### config.mk
export PLATFORM = sky130hd
export DESIGN_NAME = stopwatch_key_conditioner
export DESIGN_NICKNAME = d
export VERILOG_FILES = /design/src/rtl/stopwatch_key_conditioner.sv
export SDC_FILE = /design/constraint.sdc
export NUM_CORES = 1
export LEC_CHECK = 0
export ABC_CLOCK_PERIOD_IN_PS = 2000
export CORE_ASPECT_RATIO = 1.75
export CORE_MARGIN = 3
export CORE_UTILIZATION = 49
export CTS_BUF_LIST = sky130_fd_sc_hd__clkbuf_2 sky130_fd_sc_hd__clkbuf_4 sky130_fd_sc_hd__clkbuf_8
export DETAILED_ROUTE_END_ITERATION = 7
export PLACE_DENSITY = 0.68
export SLEW_MARGIN = 20
export SYNTH_ARGS = -nofsm -noshare
export SYNTH_HDL_FRONTEND = slang
export SYNTH_SLANG_ARGS = --single-unit
### constraint.sdc
create_clock -name clk -period 2 [get_ports clk]
set_input_delay 0.3 -clock clk [delete_from_list [all_inputs] [get_ports clk]]
set_output_delay 0.3 -clock clk [all_outputs]
set_load 0.02 [all_outputs]
### src/rtl/stopwatch_key_conditioner.sv
// stopwatch_key_conditioner
//
// Turns the three raw stopwatch push-buttons into clean, debounced,
// single-cycle command pulses for the stopwatch core, plus a debounced
// pressed level for each key. Every key has its own synchroniser, debounce
// counter and press/release FSM, so bounce on one key cannot disturb another.
//
// Parameters:
//   DEBOUNCE_CYCLES  consecutive stable samples needed to accept a press or
//                    a release (legal range 2 .. 2^CNT_W-1)
//   CNT_W            debounce counter width
//   KEY_ACTIVE_LOW   1: a raw key reads 0 while pressed
//
// Ports:
//   clk            in   system clock, rising edge
//   rst_n          in   asynchronous active-low reset
//   key_rest_raw   in   raw reset button (asynchronous to clk)
//   key_start_raw  in   raw start/stop button (asynchronous to clk)
//   key_read_raw   in   raw read/lap button (asynchronous to clk)
//   rest           out  one-cycle pulse per accepted reset press
//   start          out  one-cycle pulse per accepted start/stop press
//   read           out  one-cycle pulse per accepted read press
//   key_level      out  debounced pressed level {rest, start, read}, 1 = pressed
//
// All outputs come straight from flops; no raw input reaches an output
// combinationally.

module stopwatch_key_conditioner #(
  parameter int unsigned DEBOUNCE_CYCLES = 500000,
  parameter int unsigned CNT_W           = 20,
  parameter bit          KEY_ACTIVE_LOW  = 1'b1
) (
  input  logic       clk,
  input  logic       rst_n,
  input  logic       key_rest_raw,
  input  logic       key_start_raw,
  input  logic       key_read_raw,
  output logic       rest,
  output logic       start,
  output logic       read,
  output logic [2:0] key_level
);

  typedef enum logic [1:0] {
    StIdle,
    StPressWait,
    StPressed,
    StReleaseWait
  } key_state_e;

  // The sample that moves a key out of IDLE (or PRESSED) is the first of the
  // DEBOUNCE_CYCLES stable samples, so the wait state only has to see
  // DEBOUNCE_CYCLES-1 more; with the counter starting at 0 that is the sample
  // taken while the counter holds DEBOUNCE_CYCLES-2.
  localparam logic [CNT_W-1:0] CntLast = CNT_W'(DEBOUNCE_CYCLES - 2);

  // Level the synchroniser holds while the key is untouched.
  localparam logic RelLevel = KEY_ACTIVE_LOW;

  logic [2:0] key_raw;
  logic [2:0] pulse;
  logic [2:0] level;

  assign key_raw = {key_rest_raw, key_start_raw, key_read_raw};

  for (genvar k = 0; k < 3; k++) begin : g_key
    logic             sync1_q;
    logic             sync2_q;
    logic             pressed;
    key_state_e       state_q;
    logic [CNT_W-1:0] cnt_q;
    logic             pulse_q;
    logic             level_q;

    // Two-flop synchroniser; reset to the released level so a key held
    // through reset is seen as a fresh press afterwards.
    always_ff @(posedge clk or negedge rst_n) begin
      if (!rst_n) begin
        sync1_q <= RelLevel;
        sync2_q <= RelLevel;
      end else begin
        sync1_q <= key_raw[k];
        sync2_q <= sync1_q;
      end
    end

    // Normalise polarity: pressed is active-high regardless of the board.
    assign pressed = sync2_q ^ RelLevel;

    // Press/release FSM with registered pulse and level outputs.
    always_ff @(posedge clk or negedge rst_n) begin
      if (!rst_n) begin
        state_q <= StIdle;
        cnt_q   <= '0;
        pulse_q <= 1'b0;
        level_q <= 1'b0;
      end else begin
        pulse_q <= 1'b0;
        unique case (state_q)
          StIdle: begin
            if (pressed) begin
              state_q <= StPressWait;
              cnt_q   <= '0;
            end
          end

          StPressWait: begin
            if (!pressed) begin
              // Bounce: drop back and start over on the next press.
              state_q <= StIdle;
              cnt_q   <= '0;
            end else if (cnt_q == CntLast) begin
              state_q <= StPressed;
              cnt_q   <= '0;
              pulse_q <= 1'b1;
              level_q <= 1'b1;
            end else begin
              cnt_q <= cnt_q + 1'b1;
            end
          end

          StPressed: begin
            // Holding the key never repeats the pulse.
            if (!pressed) begin
              state_q <= StReleaseWait;
              cnt_q   <= '0;
            end
          end

          StReleaseWait: begin
            if (pressed) begin
              // Release bounce: key is still down, no new pulse.
              state_q <= StPressed;
              cnt_q   <= '0;
            end else if (cnt_q == CntLast) begin
              state_q <= StIdle;
              cnt_q   <= '0;
              level_q <= 1'b0;
            end else begin
              cnt_q <= cnt_q + 1'b1;
            end
          end

          default: begin
            state_q <= StIdle;
            cnt_q   <= '0;
            level_q <= 1'b0;
          end
        endcase
      end
    end

    assign pulse[k] = pulse_q;
    assign level[k] = level_q;
  end

  assign rest      = pulse[2];
  assign start     = pulse[1];
  assign read      = pulse[0];
  assign key_level = level;

endmodule

==> Word-level counts from Yosys, hierarchy flattened <==
Index checks and enable logic that the tools add are counted.
{ "totals": {"register_bits": 78, "wordCells": 135, "out_inout_bits": 6} }
{ "op_classes": {"eq_ne": 36, "n_addsub": 3, "n_reduce_logical": 15, "n_mux": 63} }
{ "op_table": {"columns": ["operator", "count"], "rows": [
  ["two-way mux 20 bit", 15],
  ["case mux 20 bit (4 select lines)", 3],
  ["adder 20 x 1 -> 20 bit, second input constant", 3],
  ["equality test 20 x 19 -> 1 bit, second input constant", 3],
  ["two-way mux 2 bit", 18],
  ["!= test 2 bit, second input constant", 18],
  ["case mux 2 bit (4 select lines)", 3],
  ["two-way mux 1 bit", 21],
  ["!= test 3 bit, second input constant", 6],
  ["AND reduction 5 bit", 3],
  ["equality test 2 bit, second input constant", 6],
  ["AND reduction 4 bit", 3],
  ["equality test 2 x 1 -> 1 bit, second input constant", 3],
  ["zero test 2 bit", 3],
  ["case mux 1 bit (2 select lines)", 3],
  ["AND reduction 2 bit", 3],
  ["nonzero test 2 bit", 3]
]} }

==> Longest topological paths before layout <==
{ "logic_depth": {"depth_word": 4, "mapped_depth": 9, "depth_no_buf": 7} }

==> Least setup slack after synthesis <==
OpenSTA, ideal clock, no wires.
{ "synth_timing": {"path_kind": "flip-flop to flip-flop", "from": "register g_key[0].cnt_q[11]", "to": "register g_key[0].cnt_q[13]", "path_slack_ns": 0.015, "stages_incl_launch_ff": 8, "period_less_slack_ns": 1.985, "t_arrival_ns": 1.861, "path_cell_list": "dfrtp_1 > or4b_4 > nor4_4 > a21oi_2 > buf_6 > buf_6 > a32oi_1 > nand2_1"} }
{ "synth_between": {"elab_chain_cells": 4, "elab_cells_between_ends": 6} }
{ "synth_rtl": {"columns": ["element", "line_no", "rtl"], "rows": [
  ["from (decl)", "71", "logic [CNT_W-1:0] cnt_q;"],
  ["from (signal assigned)", "118", "cnt_q <= cnt_q + 1'b1;"],
  ["from (signal assigned)", "140", "cnt_q <= cnt_q + 1'b1;"],
  ["adder 20 x 1 -> 20 bit / equality test 20 x 19 -> 1 bit (equally long branches)", null, null],
  ["two-way mux 20 bit *", "112, 135", null],
  ["two-way mux 20 bit, on equally long branches", "131, 108", null],
  ["case mux 20 bit (4 select lines) *", "99", "unique case (state_q)"]
]} }
Mark *: on every way between the ends. The rest lies on a longest branch, timed or not.
A chain may end at the register's enable or synchronous reset.

==> Final worst setup path <==
{ "layout_timing": {"from": "register g_key[0].cnt_q[11]", "to": "register g_key[0].cnt_q[4]"} }
{ "layout_between": {"elab_chain_cells": 4, "elab_cells_between_ends": 5} }
{ "layout_rtl": {"columns": ["element", "line_no"], "rows": [
  ["equality test 20 x 19 -> 1 bit *", "112, 135"],
  ["two-way mux 20 bit *", "112, 135"],
  ["two-way mux 20 bit, on equally long branches", "131, 108"],
  ["case mux 20 bit (4 select lines) *", "99"]
]} }
Marked as above.

==> results.toml <==
[critical_path]
cp_data_required_time_ns = 2.26
path_max_fanout = 6
crit_path_end_kind = "flop"
critPathKind = "flop to flop"
critical_path.startpoint_type = "flop"
cp.arrival_ns = 2.29

[yosys]
synth.most_common_cell = "sky130_fd_sc_hd__dfrtp_1"
number_of_enable_type_register_cells_in_the_synthesized_netlist = 0
synth_largest_type_area_fraction = 0.440
yosysWarnings = 0
synth_area_per_cell_um2 = 9.33
synth-main-ff-cell = "sky130_fd_sc_hd__dfrtp_1"
ys_top_cells_by_area = "sky130_fd_sc_hd__dfrtp_1 (44%), sky130_fd_sc_hd__a31oi_1 (5.2%), sky130_fd_sc_hd__nand2_1 (5.0%)"
synth.cells.most_frequent = "sky130_fd_sc_hd__dfrtp_1 (72), sky130_fd_sc_hd__nand2_1 (55), sky130_fd_sc_hd__a31oi_1 (34), sky130_fd_sc_hd__nand3_1 (26)"
most_area_hungry_cell_type_in_the_yosys_netlist = "sky130_fd_sc_hd__dfrtp_1"
synth-seq-cells = 78
synth-async-reset-ratio = 1.00
netlist_area_um2 = 4100
cells_after_synthesis = 439
yosysSeqAreaShare = 0.478
synth_fp_nets = 450
synth_cell_types = 48

[pwr]
p_sw_w = 0.00117
switching_share = 0.318
power_report.internal_total_w = 0.00250
clkPwrFrac = 0.338
comb_power_share = 0.174
p_leak_nw = 2.19
power_per_cell_area_nw_per_um2 = 751
pwr-share-seq = 0.487
power.ir.vdd_worst_mv = 0.451

[cts]
cts_tree = "done"
insertion_delay_ns = 0.37
cts.htree.levels = 3
cts_buffers = 9
worst_setup_hold_path_clk_slew_ns = 0.09
ctsLongestPathBuffers = 2
cts_root_buf = "sky130_fd_sc_hd__clkbuf_8"
clock_sink_count = 78

[placement]
portBuffers = 10
post-dp-hpwl_um = 7010
post_dp_cell_area_um2 = 4550
gpl_congestion = 0.880

[finish]
antenna_cells = 0
final_area_um2 = 4880
post_route_cells_drive_above_1_share = 0.196
finish.net_count = 497
area_delta_synth_final_pct = 19.2
finish.utilization = 0.609

[floorplan]
num_io_pins = 11
core.rowCount = 43
placeableCoreArea_um2 = 8020
fp.dieArea_um2 = 9540
initial_util = 0.511
floorplan.die.height_um = 127
fp.dieW_um = 75.1

[hold_path]
worst_hold_path_type = "input pin to flop"

[detailed_routing]
avgRoutedWirePerCell_um = 16.7
drt_drc_violations_left = 0
drt_first_iter_violations = 161
via_count = 3590
drt.antenna.violating_nets = 0
detail_route.vias_per_cell = 6.18
drt_first_pass_iters = 4
wl_um = 9710

[timing]
period_needed_ns = 2.02
rsz_0062_raised_after_global_routing = "yes"
fin_ws_ns = -0.0238
drv_slew = 0
holdWs_ns = 0.328
post-route-period-util = 1.01
timing.clock.skew_ns = 0.00697
setup_viol = 2
slew_headroom = 0.480
finalHoldViolCount = 0
slew_at_the_pin_closest_to_its_max_slew_limit_ns = 0.777
max_freq_ghz = 0.494

[run_status]
status = "finished with violations"
violations = "negative setup slack"

[global_routing]
grt_start_max_net_pins = 40
grt_overflow = 0
antenna_violations_before_repair = 0
vias_in_the_first_global_route = 3568
first_pass_grt_wire_length_um = 16300
global_route.usage.total = 0.224

[run]
cap_violations = 0
==> stage by stage <==
step	std cells	setup TNS, ns	power, W	setup WS, ns
floorplan	439	0	0.00218	0.0150
global placement	561	0	0.00239	0.0296
detailed placement	561	-0.0461	0.00240	-0.0188
CTS	579	-0.0370	0.00366	-0.0244
global route	581	-0.382	0.00385	-0.0655
finish	581	-0.0360	0.00367	-0.0238
==> power groups by stage <==
stage / combinational [W] / sequential [W] / clock [W]
after floorplan: 0.000401 / 0.00178 / 0
after global placement: 0.000575 / 0.00181 / 0
after detailed placement: 0.000589 / 0.00181 / 0
after CTS: 0.000610 / 0.00178 / 0.00127
after global routing: 0.000719 / 0.00181 / 0.00132
final: 0.000640 / 0.00179 / 0.00124
==> per-layer routing <==
metal / GRT usage / up-vias / wire, µm
li1: - / 1725 / -
met1: 0.235 / 1773 / 3750
met2: 0.403 / 67 / 5400
met3: 0.0285 / 25 / 224
met4: 0.134 / 0 / 324
met5: 0 / - / 0
==> cell families after synthesis <==
logic type | synth area share
buf+inv | 0.0409
fa+ha+maj | 0.0183
simple gates | 0.238
flops | 0.478
xor+xnor | 0.0171
compound gates | 0.197
mux | 0.0104
==> worst max-delay path: stages, from the launching register on <==
cell and delay, ns:
sky130_fd_sc_hd__dfrtp_1 0.38, sky130_fd_sc_hd__or4b_4 0.55, sky130_fd_sc_hd__nor4_4 0.35, sky130_fd_sc_hd__a21oi_2 0.16, sky130_fd_sc_hd__buf_6 0.16, sky130_fd_sc_hd__a21o_1 0.14
sky130_fd_sc_hd__a22o_1 0.17
==> state kept, by name (all words and copies together) (netlist names), named ones only <==
register	cells
g_key.cnt_q	60
g_key.level_q	3
g_key.state_q	3
g_key.sync1_q	3
g_key.sync2_q	3
read	1
rest	1
start	1
==> cells in the final DEF (no fill, tap or decap), types with 13 or more instances in the layout <==
cell	netlist	routed
sky130_fd_sc_hd__a21oi_1	25	23
sky130_fd_sc_hd__o21ai_0	25	22
sky130_fd_sc_hd__nor2_1	24	23
sky130_fd_sc_hd__nand3_1	26	25
sky130_fd_sc_hd__nand2_1	55	55
sky130_fd_sc_hd__dfrtp_1	72	71
sky130_fd_sc_hd__inv_1	13	13
sky130_fd_sc_hd__nand4_1	13	13
sky130_fd_sc_hd__buf_4	3	42
sky130_fd_sc_hd__a31oi_1	34	33
==> what timing repair did <==
| action | 4_1_cts | 5_1_grt |
|---|---|---|
| gates resized for setup | 4 | 18 |
| buffers inserted | 1 | 1 |
| endpoints found under the setup margin | 5 | 25 |
| pin swaps | 0 | 8 |
| cloned | 0 | 1 |
| hold buffers | 1 | 0 |
| endpoints found under the hold margin | 32 | 0 |
==> worst paths after layout <==
kind / start / end / slack, ns / cells past startpoint
max in group asynchronous: rst_n / g_key[1].sync1_q / 0.96 / 3
hold reg to reg: g_key[1].sync1_q / g_key[1].sync2_q / 0.35 / 0
setup / recovery: g_key[0].cnt_q[11] / g_key[0].cnt_q[4] / -0.02 / 6
hold / removal: key_read_raw / g_key[0].sync1_q / 0.33 / 1
setup reg to reg: g_key[0].cnt_q[11] / g_key[0].cnt_q[4] / -0.02 / 6
min in group asynchronous: rst_n / g_key[0].cnt_q[18] / 0.44 / 2
==> final cells by class <==
type,instances,area [µm²]
clock buffers,9,124
clock inverters,7,82.6
fillers,684,3130
inverters,13,48.8
multi-input cells,325,2050
flip-flops and latches,78,1960
well taps,90,113
repair buffers,59,505
Note: power is estimated with default switching activity, not from simulation.
